$ cat config.mk
export PLATFORM = sky130hd
export DESIGN_NAME = frame_mem_arbiter
export DESIGN_NICKNAME = d
export VERILOG_FILES = /design/src/rtl/frame_mem_arbiter.sv
export SDC_FILE = /design/constraint.sdc
export NUM_CORES = 1
export LEC_CHECK = 0
export ABC_AREA = 1
export CORE_MARGIN = 3
export CORE_UTILIZATION = 45
export CTS_CLUSTER_DIAMETER = 30
export CTS_CLUSTER_SIZE = 28
export DETAILED_ROUTE_END_ITERATION = 7
export MAX_ROUTING_LAYER = met4
export PLACE_DENSITY = 0.85
export RECOVER_POWER = 50
export SETUP_SLACK_MARGIN = 0.15
export SYNTH_ARGS = -nofsm -noshare
export SYNTH_HDL_FRONTEND = slang
export SYNTH_SLANG_ARGS = --single-unit
$ cat constraint.sdc
create_clock -name clk_in -period 4.9 [get_ports clk_in]
set_clock_uncertainty 0.2 [all_clocks]
set_input_delay 0.735 -clock clk_in [delete_from_list [all_inputs] [get_ports clk_in]]
set_output_delay 0.735 -clock clk_in [all_outputs]
set_load 0.01 [all_outputs]
$ cat src/rtl/frame_mem_arbiter.sv
// ---------------------------------------------------------------------------
// frame_mem_arbiter
//
// Purpose:
//   Shares one single-port 320x240 pixel memory between the VGA display read
//   path and a frame-processing engine. The display always wins, so video
//   never misses a pixel. The engine uses every free cycle and raises a
//   starvation flag when it has waited too long. The block also owns the zoom
//   mode register, which only changes on a frame boundary.
//
// Ports:
//   clk_in, rst_n          system clock, asynchronous active-low reset
//   disp_req/disp_addr     display read request and address
//   disp_rdata/disp_rvalid display read data, valid 2 cycles after request
//   eng_req/eng_we         engine request (held until eng_gnt), 1=write
//   eng_addr/eng_wdata     engine address and write data
//   eng_gnt                engine request accepted this cycle (combinational)
//   eng_rdata/eng_rvalid   engine read data, valid 2 cycles after grant
//   eng_starved            engine has waited more than MAX_WAIT cycles
//   mem_addr/mem_we/
//   mem_wdata              registered memory command
//   mem_rdata              memory read data, 1-cycle synchronous read
//   frame_start            one-cycle pulse at the start of each frame
//   zoom_req/zoom_mode     requested and applied zoom code
// ---------------------------------------------------------------------------
module frame_mem_arbiter #(
   parameter int ADDR_W    = 17,
   parameter int DATA_W    = 8,
   parameter int MEM_DEPTH = 76800,
   parameter int MAX_WAIT  = 1023
) (
   input  logic              clk_in,
   input  logic              rst_n,
   input  logic              disp_req,
   input  logic [ADDR_W-1:0] disp_addr,
   output logic [DATA_W-1:0] disp_rdata,
   output logic              disp_rvalid,
   input  logic              eng_req,
   input  logic              eng_we,
   input  logic [ADDR_W-1:0] eng_addr,
   input  logic [DATA_W-1:0] eng_wdata,
   output logic              eng_gnt,
   output logic [DATA_W-1:0] eng_rdata,
   output logic              eng_rvalid,
   output logic              eng_starved,
   output logic [ADDR_W-1:0] mem_addr,
   output logic              mem_we,
   output logic [DATA_W-1:0] mem_wdata,
   input  logic [DATA_W-1:0] mem_rdata,
   input  logic              frame_start,
   input  logic [2:0]        zoom_req,
   output logic [2:0]        zoom_mode
);

   typedef enum logic [1:0] {
      OWN_NONE = 2'd0,
      OWN_DISP = 2'd1,
      OWN_ENG  = 2'd2
   } owner_t;

   // Counter must be able to hold MAX_WAIT+1, its saturation value.
   localparam int                CNT_W    = $clog2(MAX_WAIT + 2);
   localparam logic [CNT_W-1:0]  WAIT_SAT = CNT_W'(MAX_WAIT + 1);
   // One extra bit so the bound check still works when MEM_DEPTH == 2**ADDR_W.
   localparam logic [ADDR_W:0]   DEPTH    = (ADDR_W + 1)'(MEM_DEPTH);

   owner_t            own_next;
   owner_t            own_q;
   owner_t            own_q2;
   logic              rd_q;
   logic              rd_q2;
   logic              oob_q;
   logic              oob_q2;
   logic              disp_oob;
   logic              eng_oob;
   logic [CNT_W-1:0]  wait_cnt;
   logic [CNT_W-1:0]  wait_next;
   logic              zoom_legal;

   assign disp_oob = ({1'b0, disp_addr} >= DEPTH);
   assign eng_oob  = ({1'b0, eng_addr} >= DEPTH);

   // Display has absolute priority; the engine only gets cycles it leaves free.
   assign eng_gnt = eng_req & ~disp_req;

   always_comb begin
      own_next = OWN_NONE;
      if (disp_req) begin
         own_next = OWN_DISP;
      end else if (eng_req) begin
         own_next = OWN_ENG;
      end
   end

   // Owner FSM plus memory command issue. The registered owner together with
   // the read and out-of-range flags forms the first tag stage; the second
   // stage lines up with the memory's one-cycle read latency, so read data is
   // steered to the right port exactly two cycles after the request.
   // Out-of-range accesses still occupy the slot but are turned into a
   // harmless read of address 0, and their data is zeroed on return.
   always_ff @(posedge clk_in or negedge rst_n) begin
      if (!rst_n) begin
         own_q     <= OWN_NONE;
         own_q2    <= OWN_NONE;
         rd_q      <= 1'b0;
         rd_q2     <= 1'b0;
         oob_q     <= 1'b0;
         oob_q2    <= 1'b0;
         mem_addr  <= '0;
         mem_we    <= 1'b0;
         mem_wdata <= '0;
      end else begin
         own_q  <= own_next;
         own_q2 <= own_q;
         rd_q2  <= rd_q;
         oob_q2 <= oob_q;
         case (own_next)
            OWN_DISP: begin
               mem_we   <= 1'b0;
               mem_addr <= disp_oob ? '0 : disp_addr;
               rd_q     <= 1'b1;
               oob_q    <= disp_oob;
            end
            OWN_ENG: begin
               mem_we    <= eng_we & ~eng_oob;
               mem_addr  <= eng_oob ? '0 : eng_addr;
               mem_wdata <= eng_wdata;
               rd_q      <= ~eng_we;
               oob_q     <= eng_oob;
            end
            default: begin
               mem_we <= 1'b0;
               rd_q   <= 1'b0;
               oob_q  <= 1'b0;
            end
         endcase
      end
   end

   assign disp_rvalid = rd_q2 & (own_q2 == OWN_DISP);
   assign eng_rvalid  = rd_q2 & (own_q2 == OWN_ENG);
   assign disp_rdata  = (disp_rvalid && !oob_q2) ? mem_rdata : '0;
   assign eng_rdata   = (eng_rvalid && !oob_q2) ? mem_rdata : '0;

   // Wait counter: counts cycles the engine is held off, saturating so it can
   // never wrap back below the threshold; a grant clears it.
   always_comb begin
      wait_next = wait_cnt;
      if (eng_gnt) begin
         wait_next = '0;
      end else if (eng_req && (wait_cnt != WAIT_SAT)) begin
         wait_next = wait_cnt + CNT_W'(1);
      end
   end

   // Starved flag is registered from the next count so it rises in the same
   // cycle the stored count first exceeds MAX_WAIT.
   always_ff @(posedge clk_in or negedge rst_n) begin
      if (!rst_n) begin
         wait_cnt    <= '0;
         eng_starved <= 1'b0;
      end else begin
         wait_cnt    <= wait_next;
         eng_starved <= (wait_next == WAIT_SAT);
      end
   end

   // Only normal, 2x and 4x codes are meaningful; anything else is dropped so
   // a bad request can never put the address datapath in an undefined mode.
   assign zoom_legal = (zoom_req == 3'b000) || (zoom_req == 3'b010) ||
                       (zoom_req == 3'b100);

   // Zoom only changes on frame boundaries so a frame is never split.
   always_ff @(posedge clk_in or negedge rst_n) begin
      if (!rst_n) begin
         zoom_mode <= 3'b000;
      end else if (frame_start && zoom_legal) begin
         zoom_mode <= zoom_req;
      end
   end

endmodule

After elaboration in Yosys (flattened, before gate mapping):

Cells that the tools add are included.

* logic and storage cells: 51
* input bits: 59
* register bits after elaboration: 49

* reduce and logical (&&, ||, !) cells: 9
* $lt $le $gt $ge: 2
* equality and inequality tests: 8
* bitwise operators: 7
* add/subtract/negate cells: 1
* muxes and demuxes: 12

Operators with widths (count)
* 17-bit >= comparator, second input constant: 2
* 17-bit 2-to-1 mux: 2
* 17-bit one-hot mux with 2 select lines: 1
* 11-bit 2-to-1 mux: 2
* 8-bit 2-to-1 mux: 2
* 11-bit by 1-bit adder with 11-bit output, second input constant: 1
* 11-bit equality test, second input constant: 1
* 11-bit inequality test, second input constant: 1
* 1-bit AND: 4
* 2-bit by 1-bit equality test with 1-bit output, second input constant: 2
* 2-bit equality test, second input constant: 2
* 1-bit logical AND: 4
* 2-bit 2-to-1 mux: 2
* 1-bit one-hot mux with 2 select lines: 2
* 3-bit by 2-bit equality test with 1-bit output, second input constant: 1
* 3-bit equality test, second input constant: 1
* 3-bit logical NOT: 1
* 1-bit inverter: 3
* 1-bit logical OR: 2
* 2-bit nonzero test: 1
* 1-bit logical NOT: 1
* 1-bit 2-to-1 mux: 1

Depth between registers and ports, before layout:

* depth after elaboration: 5
* mapped depth: 12
* gate-level depth less buffers: 12

Worst setup path before layout:

OpenSTA, ideal clock, no wires.

* path kind: input-to-output
* from: input disp_req
* to: output eng_gnt
* arrival: 1408 ps
* required time: 3965 ps
* stages on the path: 3
* setup slack: 2557 ps
* cell sequence: buf_2 nor2_8 buf_1

* cells in the longest elaborated chain, start to end: 2

RTL lines
* start: declaration: RTL line 34 `input logic disp_req,`
* 1-bit inverter: RTL line 84 `assign eng_gnt = eng_req & ~disp_req;`
* 1-bit AND: RTL line 84
* end: declaration: RTL line 42 `output logic eng_gnt,`

No other way between the ends.

Worst setup path in the final report:

Ends and elaborated chain as after synthesis.

==> flow_metrics.py <==
metrics = {
    "outcome": {
        "run_status": "complete, but fails checks",
        "violations": "capacitance limit, slew limit",
    },
    "clocking": {
        "insertion_delay_ns": 0.29,
        "postCtsSetupBuffers": 0,
        "cts_hold_buffers": 0,
        "clockBufferDepth": 2,
        "htreeDepth": 2,
        "cts_root_buf": "clkbuf_8",
        "path_clk_slew_ns": 0.08,
        "cts_resized": 0,
        "cts.sinks": 49,
        "cts_made_buffers": 5,
        "cts_tree": "done",
    },
    "detailed_routing": {
        "vias": 2432,
        "drcViolationCount": 0,
        "drt.antenna.violating_nets": 0,
        "drtPass1Iterations": 4,
        "drt_iter0_drc": 170,
        "wl_per_cell_um": 14.1,
        "wl_um": 6910,
        "via_per_inst": 4.96,
    },
    "layout": {
        "drive_gt1_share_pct": 4.29,
        "mostFrequentLayoutCells": "89 x clkdlybuf4s50_1, 84 x nand2_1, 58 x nand3_1",
        "nets": 480,
        "area_growth_pct": 48.2,
        "layout_commonest_cell": "clkdlybuf4s50_1",
        "insertedDiodeCount": 0,
    },
    "critical_path": {
        "cp.required_ns": 3.96,
        "cp.depth": 3,
        "crit_family": "buffers and inverters",
        "r2r-start": "wait_cnt[0]",
        "crit_type": "in2out",
        "worst-path-max-fanout": 29,
        "worstSetupEndpointType": "output port",
        "cp.buffers_inverters": 2,
        "r2r.worst_path.cells": 9,
        "cp-start-kind": "input port",
        "r2r_setup_slack_ns": 3.04,
        "critical_path.startpoint": "disp_req",
        "critPathMaxStageDelay_ns": 0.84,
        "cp.arrival_ns": 2.70,
        "rr_endpoint": "eng_starved",
        "cpMaxStageDelayCell": "dlygate4sd3_1",
        "path_cells": "dlygate4sd3_1 > nor2_8 > clkdlybuf4s50_1",
    },
    "synth": {
        "postSynthCellCount": 315,
        "synthMuxAreaShare_pct": 0,
        "syn_area_sq_um": 2440,
        "synth.largest_area_cell": "dfrtp_1",
        "syn_nets": 376,
        "synthXorXnorAreaFrac_pct": 0,
        "synth.top_cell.area_share_pct": 50.2,
        "synth_compound_area_share_pct": 3.33,
        "synth_simple_gate_area_share_pct": 36.6,
        "ys_ff_latch": 49,
        "synth_top_family_by_area": "simple AND/OR/NAND/NOR gates",
        "syn_avg_cell_area_sq_um": 7.76,
        "synth_area_leaders": "dfrtp_1 50%, nand2_1 13%, nand3_1 12%, nor2_1 6.1%, inv_1 5.7%",
        "synth_cell_types": 28,
        "ys_seq_area_share_pct": 50.2,
        "synth_fa_ha_area_share_pct": 1.02,
        "ys_warn_count": 0,
    },
    "timing": {
        "max_slew_margin_pct": -73.5,
        "setup_viol": 0,
        "holdWs_ns": 0.157,
        "setup-tns-final_ns": 0,
        "period_needed_ns": 3.63,
        "finalCritPeriodShare_pct": 74.1,
        "drv_slew": 50,
        "rsz0062_at_grt": "false",
        "tightest_slew_ns": 2.60,
        "max_freq_mhz": 275,
        "final_hold_viol_count": 0,
    },
    "global_routing": {
        "grt_util_all_layers_pct": 22.9,
        "antenna_found_initial": 0,
        "grt_pass1_wl_um": 11200,
        "overflow": 0,
        "grt_max_degree": 50,
        "first_global_vias": 2400,
    },
    "pwr": {
        "powerDensity_nw_per_um2": 251,
        "ir_drop_v": 0.000170,
        "power_leakage_nw": 1.81,
    },
    "placed_design": {
        "dp_hpwl_um": 5260,
        "port_buffers": 107,
        "place.gp.congestion": 0.891,
    },
    "die": {
        "start_util_pct": 47.2,
        "ios": 108,
        "core_sq_um": 5170,
        "rows": 26,
        "die_area_sq_um": 6350,
        "die_w_um": 79.7,
        "die_height_um": 79.7,
    },
    "job": {
        "cap_viol_max_count": 1,
    },
    "worst_hold_path": {
        "hp-class": "reg2reg",
        "hold_end": "rd_q2",
        "min_from": "rd_q",
        "min_path_cells": 0,
    },
}
cell families after synthesis:
| group | count (synthesis) |
|---|---|
| flip-flops | 49 |
| AO/OA/AOI/OAI | 14 |
| adder cells (fa/ha/maj) | 2 |
| AND/OR/NAND/NOR | 199 |
| buffers and inverters | 51 |
synthesized netlist by cell type (all sizes together):
| library cell | count |
|---|---|
| dfrtp | 49 |
| a21oi | 6 |
| or2 | 1 |
| nand3 | 60 |
| o22ai | 1 |
| o21ai | 2 |
| nor3 | 3 |
| clkinv | 1 |
| a31oi | 2 |
| inv | 39 |
| nand4 | 3 |
| a21o | 2 |
| nand3b | 2 |
| nand2 | 86 |
| ha | 2 |
| nor2 | 44 |
| o21bai | 1 |
| clkbuf | 2 |
| buf | 9 |
registers in the layout, summed over array words and instances (netlist names):
signal / count
mem_addr: 17
zoom_mode: 3
mem_wdata: 8
rd_q: 1
eng_starved: 1
wait_cnt: 11
oob_q2: 1
own_q2: 2
own_q: 2
rd_q2: 1
oob_q: 1
mem_we: 1
layout make-up:
| cell class | count | area (sq um) |
|---|---|---|
| Fill cell | 425 | 1550 |
| Sequential cell | 49 | 1230 |
| Timing Repair Buffer | 108 | 1070 |
| Multi-Input combinational cell | 215 | 1000 |
| Inverter | 40 | 155 |
| Tap cell | 70 | 87.6 |
| Clock buffer | 8 | 80.1 |
per-layer routing:
layer	part of all wire [%]	vias up	GRT usage [%]	wire length, um
li1	-	1200	-	-
met1	42	1124	28.0	2880
met2	50	91	38.1	3470
met3	5.7	17	4.63	397
met4	2.3	0	7.39	159
met5	0	-	-	0
through the flow:
| step | worst slack (ns) | util, % | area, sq um | total power [mW] | cells |
|---|---|---|---|---|---|
| 5_1_grt | 1.19 | 70.0 | 3620 | 0.960 | 490 |
| 3_5_place_dp | 1.20 | 68.5 | 3540 | 0.695 | 482 |
| 2_1_floorplan | 2.56 | - | 2440 | 0.558 | 315 |
| 3_3_place_gp | 1.23 | 68.5 | 3540 | 0.689 | 482 |
| 4_1_cts | 1.19 | 70.0 | 3620 | 0.919 | 490 |
| 6_report | 1.27 | 70.0 | 3620 | 0.909 | 490 |
worst max path at each step:
| stage | slack, ns | end |
|---|---|---|
| 2_1_floorplan | 2.56 | eng_gnt |
| 3_3_place_gp | 1.23 | eng_gnt |
| 3_5_place_dp | 1.20 | eng_gnt |
| 4_1_cts | 1.19 | eng_gnt |
| 5_1_grt | 1.19 | eng_gnt |
| 6_report | 1.27 | eng_gnt |
where the power goes:
| part | internal (mW) | switching (mW) | total (mW) |
|---|---|---|---|
| Clock | 0.102 | 0.125 | 0.227 |
| Sequential | 0.438 | 0.0234 | 0.462 |
| Combinational | 0.115 | 0.105 | 0.220 |
| Total | 0.655 | 0.253 | 0.909 |
Power figures use the tool's default switching activity.
